--- src/rtl/ro_freq_meter_if.sv ---
// Host/oscillator-side signal bundle for the ring-oscillator frequency meter.
// master = host/oscillator side, slave = the meter itself.
interface ro_freq_meter_if #(
    parameter int CNT_W = 16
);
    logic             start;
    logic             ro_out;
    logic             ro_en;
    logic             busy;
    logic             done;
    logic [CNT_W-1:0] count;
    logic             ovf;

    modport master (
        output start, ro_out,
        input  ro_en, busy, done, count, ovf
    );

    modport slave (
        input  start, ro_out,
        output ro_en, busy, done, count, ovf
    );
endinterface

--- src/rtl/ro_freq_meter.sv ---
// Gated-window ring-oscillator frequency meter: enable, settle, count
// synchronised rising edges of ro_out over a fixed clk window, report.
module ro_freq_meter #(
    parameter int SETTLE_CYCLES = 4,
    parameter int GATE_CYCLES   = 1024,
    parameter int CNT_W         = 16
) (
    input logic             clk,
    input logic             rst,
    ro_freq_meter_if.slave  bus
);
    localparam int MAX_CYC = (SETTLE_CYCLES > GATE_CYCLES) ? SETTLE_CYCLES : GATE_CYCLES;
    localparam int TMR_W   = (MAX_CYC > 1) ? $clog2(MAX_CYC) : 1;

    localparam logic [TMR_W-1:0] SETTLE_LD = TMR_W'(SETTLE_CYCLES - 1);
    localparam logic [TMR_W-1:0] GATE_LD   = TMR_W'(GATE_CYCLES - 1);

    localparam logic [1:0] IDLE   = 2'd0;
    localparam logic [1:0] SETTLE = 2'd1;
    localparam logic [1:0] GATE   = 2'd2;
    localparam logic [1:0] DONE   = 2'd3;

    logic [1:0]       state;
    logic [TMR_W-1:0] timer;
    logic [CNT_W-1:0] count_q;
    logic             ovf_q;
    logic             s1, s2, s3;
    logic             rise;

    // s1/s2 resolve metastability; s3 is the previous synchronised value
    always_ff @(posedge clk or posedge rst) begin
        if (rst) begin
            s1 <= 1'b0;
            s2 <= 1'b0;
            s3 <= 1'b0;
        end else begin
            s1 <= bus.ro_out;
            s2 <= s1;
            s3 <= s2;
        end
    end

    assign rise = s2 & ~s3;

    always_ff @(posedge clk or posedge rst) begin
        if (rst) begin
            state   <= IDLE;
            timer   <= '0;
            count_q <= '0;
            ovf_q   <= 1'b0;
        end else begin
            case (state)
                IDLE: begin
                    if (bus.start) begin
                        state <= SETTLE;
                        timer <= SETTLE_LD;
                    end
                end
                SETTLE: begin
                    if (timer == '0) begin
                        state   <= GATE;
                        timer   <= GATE_LD;
                        count_q <= '0;
                        ovf_q   <= 1'b0;
                    end else begin
                        timer <= timer - 1'b1;
                    end
                end
                GATE: begin
                    // saturate rather than wrap so an over-range result stays recognisable
                    if (rise) begin
                        if (count_q == '1) ovf_q <= 1'b1;
                        else               count_q <= count_q + 1'b1;
                    end
                    if (timer == '0) state <= DONE;
                    else             timer <= timer - 1'b1;
                end
                DONE: begin
                    state <= IDLE;
                end
                default: begin
                    state <= IDLE;
                end
            endcase
        end
    end

    assign bus.ro_en = (state == SETTLE) || (state == GATE);
    assign bus.busy  = (state == SETTLE) || (state == GATE);
    assign bus.done  = (state == DONE);
    assign bus.count = count_q;
    assign bus.ovf   = ovf_q;
endmodule

--- src/flat_wrapper.sv ---
// flat-port wrapper written by rule: the top's interface ports become plain ports
module ro_freq_meter_flat 
#(
    parameter int SETTLE_CYCLES = 4,
    parameter int GATE_CYCLES   = 1024,
    parameter int CNT_W         = 16
)
  (clk, rst, bus_start, bus_ro_out, bus_ro_en, bus_busy, bus_done, bus_count, bus_ovf);
  ro_freq_meter_if #(.CNT_W(CNT_W)) bus_i ();
  input logic clk;
  input logic rst;
  input wire logic [$bits(bus_i.start)-1:0] bus_start;
  input wire logic [$bits(bus_i.ro_out)-1:0] bus_ro_out;
  output wire logic [$bits(bus_i.ro_en)-1:0] bus_ro_en;
  output wire logic [$bits(bus_i.busy)-1:0] bus_busy;
  output wire logic [$bits(bus_i.done)-1:0] bus_done;
  output wire logic [$bits(bus_i.count)-1:0] bus_count;
  output wire logic [$bits(bus_i.ovf)-1:0] bus_ovf;
  assign bus_i.start = bus_start;
  assign bus_i.ro_out = bus_ro_out;
  assign bus_ro_en = bus_i.ro_en;
  assign bus_busy = bus_i.busy;
  assign bus_done = bus_i.done;
  assign bus_count = bus_i.count;
  assign bus_ovf = bus_i.ovf;
  ro_freq_meter #(.SETTLE_CYCLES(SETTLE_CYCLES), .GATE_CYCLES(GATE_CYCLES), .CNT_W(CNT_W)) u_core (.clk(clk), .rst(rst), .bus(bus_i));
endmodule
--- config.mk ---
export PLATFORM = sky130hd
export DESIGN_NAME = ro_freq_meter_flat
export DESIGN_NICKNAME = d
export VERILOG_FILES = /design/src/rtl/ro_freq_meter_if.sv /design/src/rtl/ro_freq_meter.sv /design/src/flat_wrapper.sv
export SDC_FILE = /design/constraint.sdc
export NUM_CORES = 1
export LEC_CHECK = 0
export CAP_MARGIN = 10
export CELL_PAD_IN_SITES_DETAIL_PLACEMENT = 0
export CELL_PAD_IN_SITES_GLOBAL_PLACEMENT = 2
export CORE_ASPECT_RATIO = 1.25
export CORE_MARGIN = 1
export CORE_UTILIZATION = 34
export DETAILED_ROUTE_END_ITERATION = 12
export MAX_ROUTING_LAYER = met4
export PLACE_DENSITY = 0.86
export SLEW_MARGIN = 20
export SYNTH_ARGS = -nofsm -noshare
export SYNTH_HDL_FRONTEND = slang
export SYNTH_SLANG_ARGS = --single-unit
--- constraint.sdc ---
create_clock -name clk -period 2.5 [get_ports clk]
set_input_delay 0.375 -clock clk [delete_from_list [all_inputs] [get_ports clk]]
set_output_delay 0.375 -clock clk [all_outputs]
set_load 0.02 [all_outputs]
## Word level (Yosys, flattened, before mapping)

Cells that the tools add are included.

| word-level totals | value |
|---|---|
| register bits | 32 |
| bits of input ports | 4 |
| output and inout port bits | 20 |
| word-level logic and storage cells | 47 |

| cells by class | value |
|---|---|
| add/subtract/negate cells | 2 |
| equal/unequal tests | 11 |
| muxes and demuxes | 16 |
| bitwise logic cells | 2 |
| reduce and logical (&&, ||, !) cells | 9 |

Operators with widths:

| kind | number |
|---|---|
| $mux 16 | 3 |
| $pmux 16 s2 | 1 |
| $mux 10 | 3 |
| $pmux 10 s3 | 1 |
| $add 16x1->16 const B | 1 |
| $eq 16x16->1 const B | 1 |
| $logic_not 10->1 | 1 |
| $sub 10x1->10 const B | 1 |
| $ne 2x1->1 const B | 4 |
| $pmux 2 s4 | 1 |
| $reduce_and 4->1 | 2 |
| $mux 2 | 3 |
| $ne 2x2->1 const B | 3 |
| $reduce_and 3->1 | 2 |
| $eq 2x2->1 const B | 2 |
| $mux 1 | 3 |
| $reduce_bool 3->1 | 1 |
| $eq 2x1->1 const B | 1 |
| $logic_not 2->1 | 1 |
| $pmux 1 s2 | 1 |
| $reduce_bool 2->1 | 1 |
| $and 1x1->1 | 1 |
| $logic_or 1x1->1 | 1 |
| $not 1->1 | 1 |

## Logic depth before layout (Yosys ltp)

| depth | value |
|---|---|
| depth after elaboration | 4 |
| gate-level depth with buffers | 10 |
| depth with buffers taken out | 7 |

## Least setup slack after synthesis

Ideal clock, no wire load.

| path | value |
|---|---|
| kind | reg-to-reg |
| start point | register u_core.timer[0] |
| end point | register u_core.count_q[14], in the netlist u_core.bus.count[14] |
| setup time | 0.077 ns |
| data arrival time | 2.164 ns |
| data required time | 2.423 ns |
| slack | 0.259 ns |
| cell stages (with the launch flop) | 8 |
| path buffers | 1 |
| period minus slack after synthesis | 2.241 ns |
| cell sequence | dfrtp_1 inv_1 ha_1 or4b_1 buf_2 o31a_1 or4_1 a21oi_1 |

| between the ends | value |
|---|---|
| longest elaborated chain between the ends | 3 |

Ends and longest elaborated chain:

| what | line | text |
|---|---|---|
| start: declaration | ro_freq_meter.sv:24 | `logic [TMR_W-1:0] timer;` |
| start signal: assignment | ro_freq_meter.sv:66 | `timer <= timer - 1'b1;` |
| start signal: assignment | ro_freq_meter.sv:76 | `else timer <= timer - 1'b1;` |
| $logic_not 10->1 | ro_freq_meter.sv:60 | `if (timer == '0) begin` |
| $ne 2x1->1 (no source line) | -- |  |
| $reduce_and 4->1 (no source line) | -- |  |
| end signal: assignment | ro_freq_meter.sv:73 | `else count_q <= count_q + 1'b1;` |
| end: declaration | ro_freq_meter.sv:25 | `logic [CNT_W-1:0] count_q;` |

No other way between the ends.
A chain may end at the register's enable or synchronous reset.

## Worst setup path in the final report

| path | value |
|---|---|
| start point | register u_core.timer[0] |
| end point | register u_core.count_q[6], in the netlist u_core.bus.count[6] |

Same word-level chain as after synthesis.

==> metrics.md <==
| Metric | Value |
|---|---|
| Largest net degree at the start of global routing | `33` |
| Max Cap Viol | `0` |
| Setup Crit Path Kind | `flip-flop to flip-flop` |
| Synthesized flop and latch total | `32` |
| Layout cells sized above 1 | `13.1%` |
| Initial Util | `between 30 and 40%` |
| TritonCTS buffer count | `5` |
| CTS Root Buffer Type | `clkbuf_8` |
| Top Ports | `24` |
| Total power | `2.77 mW` |
| Met1 usage | `about a fifth` |
| Syn avg cell area | `a little over 9 um2` |
| Max Clk Rate | `417 MHz` |
| Switch share | `approximately 44%` |
| Routed len/inst | `15.5 um` |
| Core area | `just over 0.005 mm2` |
| Worst Path Max Fanout | `7` |
| Max VDD drop | `~0.36 mV` |
| ANT cells | `0` |
| Largest cells by area after synthesis | `dfrtp_1 44%, a21oi_1 5.5%, o21ai_0 5.0%` |
| Worst hold path type | `flip-flop to flip-flop` |
| Internal | `1.56 mW` |
| Die Span X | `around 67 um` |
| Sw Pwr | `~1.2 mW` |
| GPL Wtd Cong | `around 0.74` |
| Initial DRC Count | `71` |
| Port-buffer cells | `23` |
| Total Wirelength | `between 4000 and 5000 um` |
| Top-area cell type share of the netlist area | `about 44%` |
| Post-route DRC violation count | `0` |
| Ys flop type | `dfrtp_1` |
| Placed instance count | `281` |
| Detailed Place HPWL | `3030 um` |
| Post-Place Cell Area | `around 0.0022 mm2` |
| Top-count cell post-synth | `dfrtp_1` |
| Met2 GRT Util | `about 29%` |
| Setup slack after layout | `approximately 100 ps` |
| Reg2Reg Depth | `7` |
| CTS clk-pin slew, worst paths | `about 70 ps` |
| Seq pwr share | `approximately 26%` |
| Reg2Reg Setup Slack | `approximately 100 ps` |
| Vias | `between 1500 and 2000` |
| Logic pwr share | `between 50% and 60%` |
| Post-Synthesis Cell Area | `0.00181 mm2` |
| Max_slew headroom | `about three fifths` |
| Worst slew pin tran | `around 570 ps` |
| Initial antenna violation count | `0` |
| First-pass DRT Iterations | `4` |
| EDFF count, synth | `0` |
| Min Hold Slack | `between 300 and 400 ps` |
| Clock power frac | `~15%` |
| CTS max path bufs | `2` |
| GRT overflow | `0` |
| Final min period | `2400 ps` |
| Finished Cell Area | `0.00230 mm2` |
| Post-layout util | `between 40% and 50%` |
| Critical path startpoint category | `flip-flop` |
| DP Worst Slack | `between 20 and 25 ps` |
| Total Neg Setup Slack | `0 ps` |
| Worst-Skew Late Latency | `around 280 ps` |
| Post-synth net total | `slightly above 200` |
| Pins over their slew limit | `0` |
| Non-filler cells in the finished layout | `between 200 and 300` |
| Synth Instances | `slightly below 200` |
| WP data arrival | `2600 ps` |
| Power per cell area | `~1200 mW/mm2` |
| Endpoints failing setup | `0` |
| Netlist cell types | `39` |
| Crit. End Element | `flip-flop` |
| Clock Skew | `between 7 and 8 ps` |
| Worst EP required | `between 2000 and 3000 ps` |
| Global Route met3 Usage | `4.10%` |
| Leakage power | `slightly below 1 nW` |
| Synth cell count leaders | `32 x dfrtp_1, 20 x a21oi_1, 18 x o21ai_0` |
| Area leader, netlist | `dfrtp_1` |
| Yosys warning count | `0` |
| CTS tree | `done` |
| Layout fillers | `513` |
| Unrepaired setup endpoints after global routing | `true` |
| Total track usage | `17.5%` |
| DRT antenna net count | `0` |
| Sequential area share after synthesis | `approximately 44%` |
| Number of global-route vias before repair | `1476` |
| Die Area | `about 0.0056 mm2` |
| DR vias/cell | `about 5.6` |
| Die Ht | `roughly 83 um` |
| Clock Sinks | `32` |
| First-pass GRT wire length | `slightly above 7000 um` |
| H-tree levels | `2` |
| P&R area growth vs syn | `27.4%` |
| Final net count | `around 240` |
| Hold-critical path depth | `0` |
| Grt peak-use layer | `met2` |
| Setup Buffers After CTS | `0` |
| Final Hold Vio Count | `0` |
| Row count | `29` |
| Ys async rst share | `100%` |
| Final worst path period share | `a little over nine tenths` |
| Status | `finished, final reports clean` |
[per-layer routing]
layer  up-vias  part of all wire [%]  routed length (um)
li1        788                     -                   -
met1       794                    44                1980
met2        31                    51                2310
met3         8                   3.3                 148
met4         0                   1.5                  70
met5         -                     0                   0
[critical path, stage by stage, from the launching register on]
cell	delay [ps]
dfrtp_1	410
inv_1	70
ha_1	180
or4b_4	530
o31ai_4	340
o211ai_2	250
or3_1	400
a21oi_1	140
[final cells by class]
cell class	instances	area [um2]	area share, %
Clock buffer	8	90.1	3.92
Sequential cell	32	801	34.8
Timing Repair Buffer	34	338	14.7
Tap cell	62	77.6	3.37
Multi-Input combinational cell	148	968	42.1
Inverter	7	26.3	1.14
[power groups by stage]
| stage | Clock [mW] | Sequential (mW) | Combinational [mW] |
|---|---|---|---|
| final | 0.411 | 0.717 | 1.64 |
| after detailed placement | 0 | 0.719 | 1.53 |
| after global placement | 0 | 0.718 | 1.54 |
| after floorplan | 0 | 0.708 | 1.04 |
| after CTS | 0.427 | 0.710 | 1.54 |
| after global routing | 0.447 | 0.734 | 1.81 |
[layout by cell type (no fill, tap or decap), types with 4 or more instances in the layout]
master	synthesis	layout
inv_1	7	7
nor2_1	15	15
a21oi_1	20	20
o22a_1	4	4
clkdlybuf4s50_1	0	23
dfrtp_1	32	32
nand3_1	7	7
or4_1	7	7
o21ai_0	18	18
ha_1	6	6
nand2b_1	4	4
buf_4	1	9
o31ai_1	7	7
or3_1	9	9
nand2_1	15	15
clkbuf_8	0	6
[sequential cells by signal, indices dropped and copies added, names as in the netlist]
name              flops
u_core.s2             1
u_core.bus.ovf        1
u_core.bus.count     16
u_core.s3             1
u_core.state          2
u_core.timer         10
u_core.s1             1
[path summary, 6_finish.rpt]
check,startpoint,to
worst min-delay path,u_core.s1,u_core.s2
max in group asynchronous,rst,u_core.bus.count[10]
worst min register to register,u_core.s1,u_core.s2
min in group asynchronous,rst,u_core.bus.count[1]
worst max-delay path,u_core.timer[0],u_core.bus.count[6]
worst max register to register,u_core.timer[0],u_core.bus.count[6]
[logic make-up after synthesis]
kind of cell	after synthesis	synth area share [%]
simple gates	78	23.8
compound gates	59	21.4
flops	32	44.4
buf+inv	17	4.44
fa+ha+maj	6	4.16
mux	3	1.80
[what timing repair did]
| action | CTS | global route |
|---|---|---|
| setup endpoints to repair | 1 | 24 |
| hold buffers | 0 | 0 |
| gates cloned | 0 | 2 |
| resized for setup | 0 | 4 |
| pin swaps | 0 | 1 |
No activity file was read; power rests on OpenSTA's default activity.
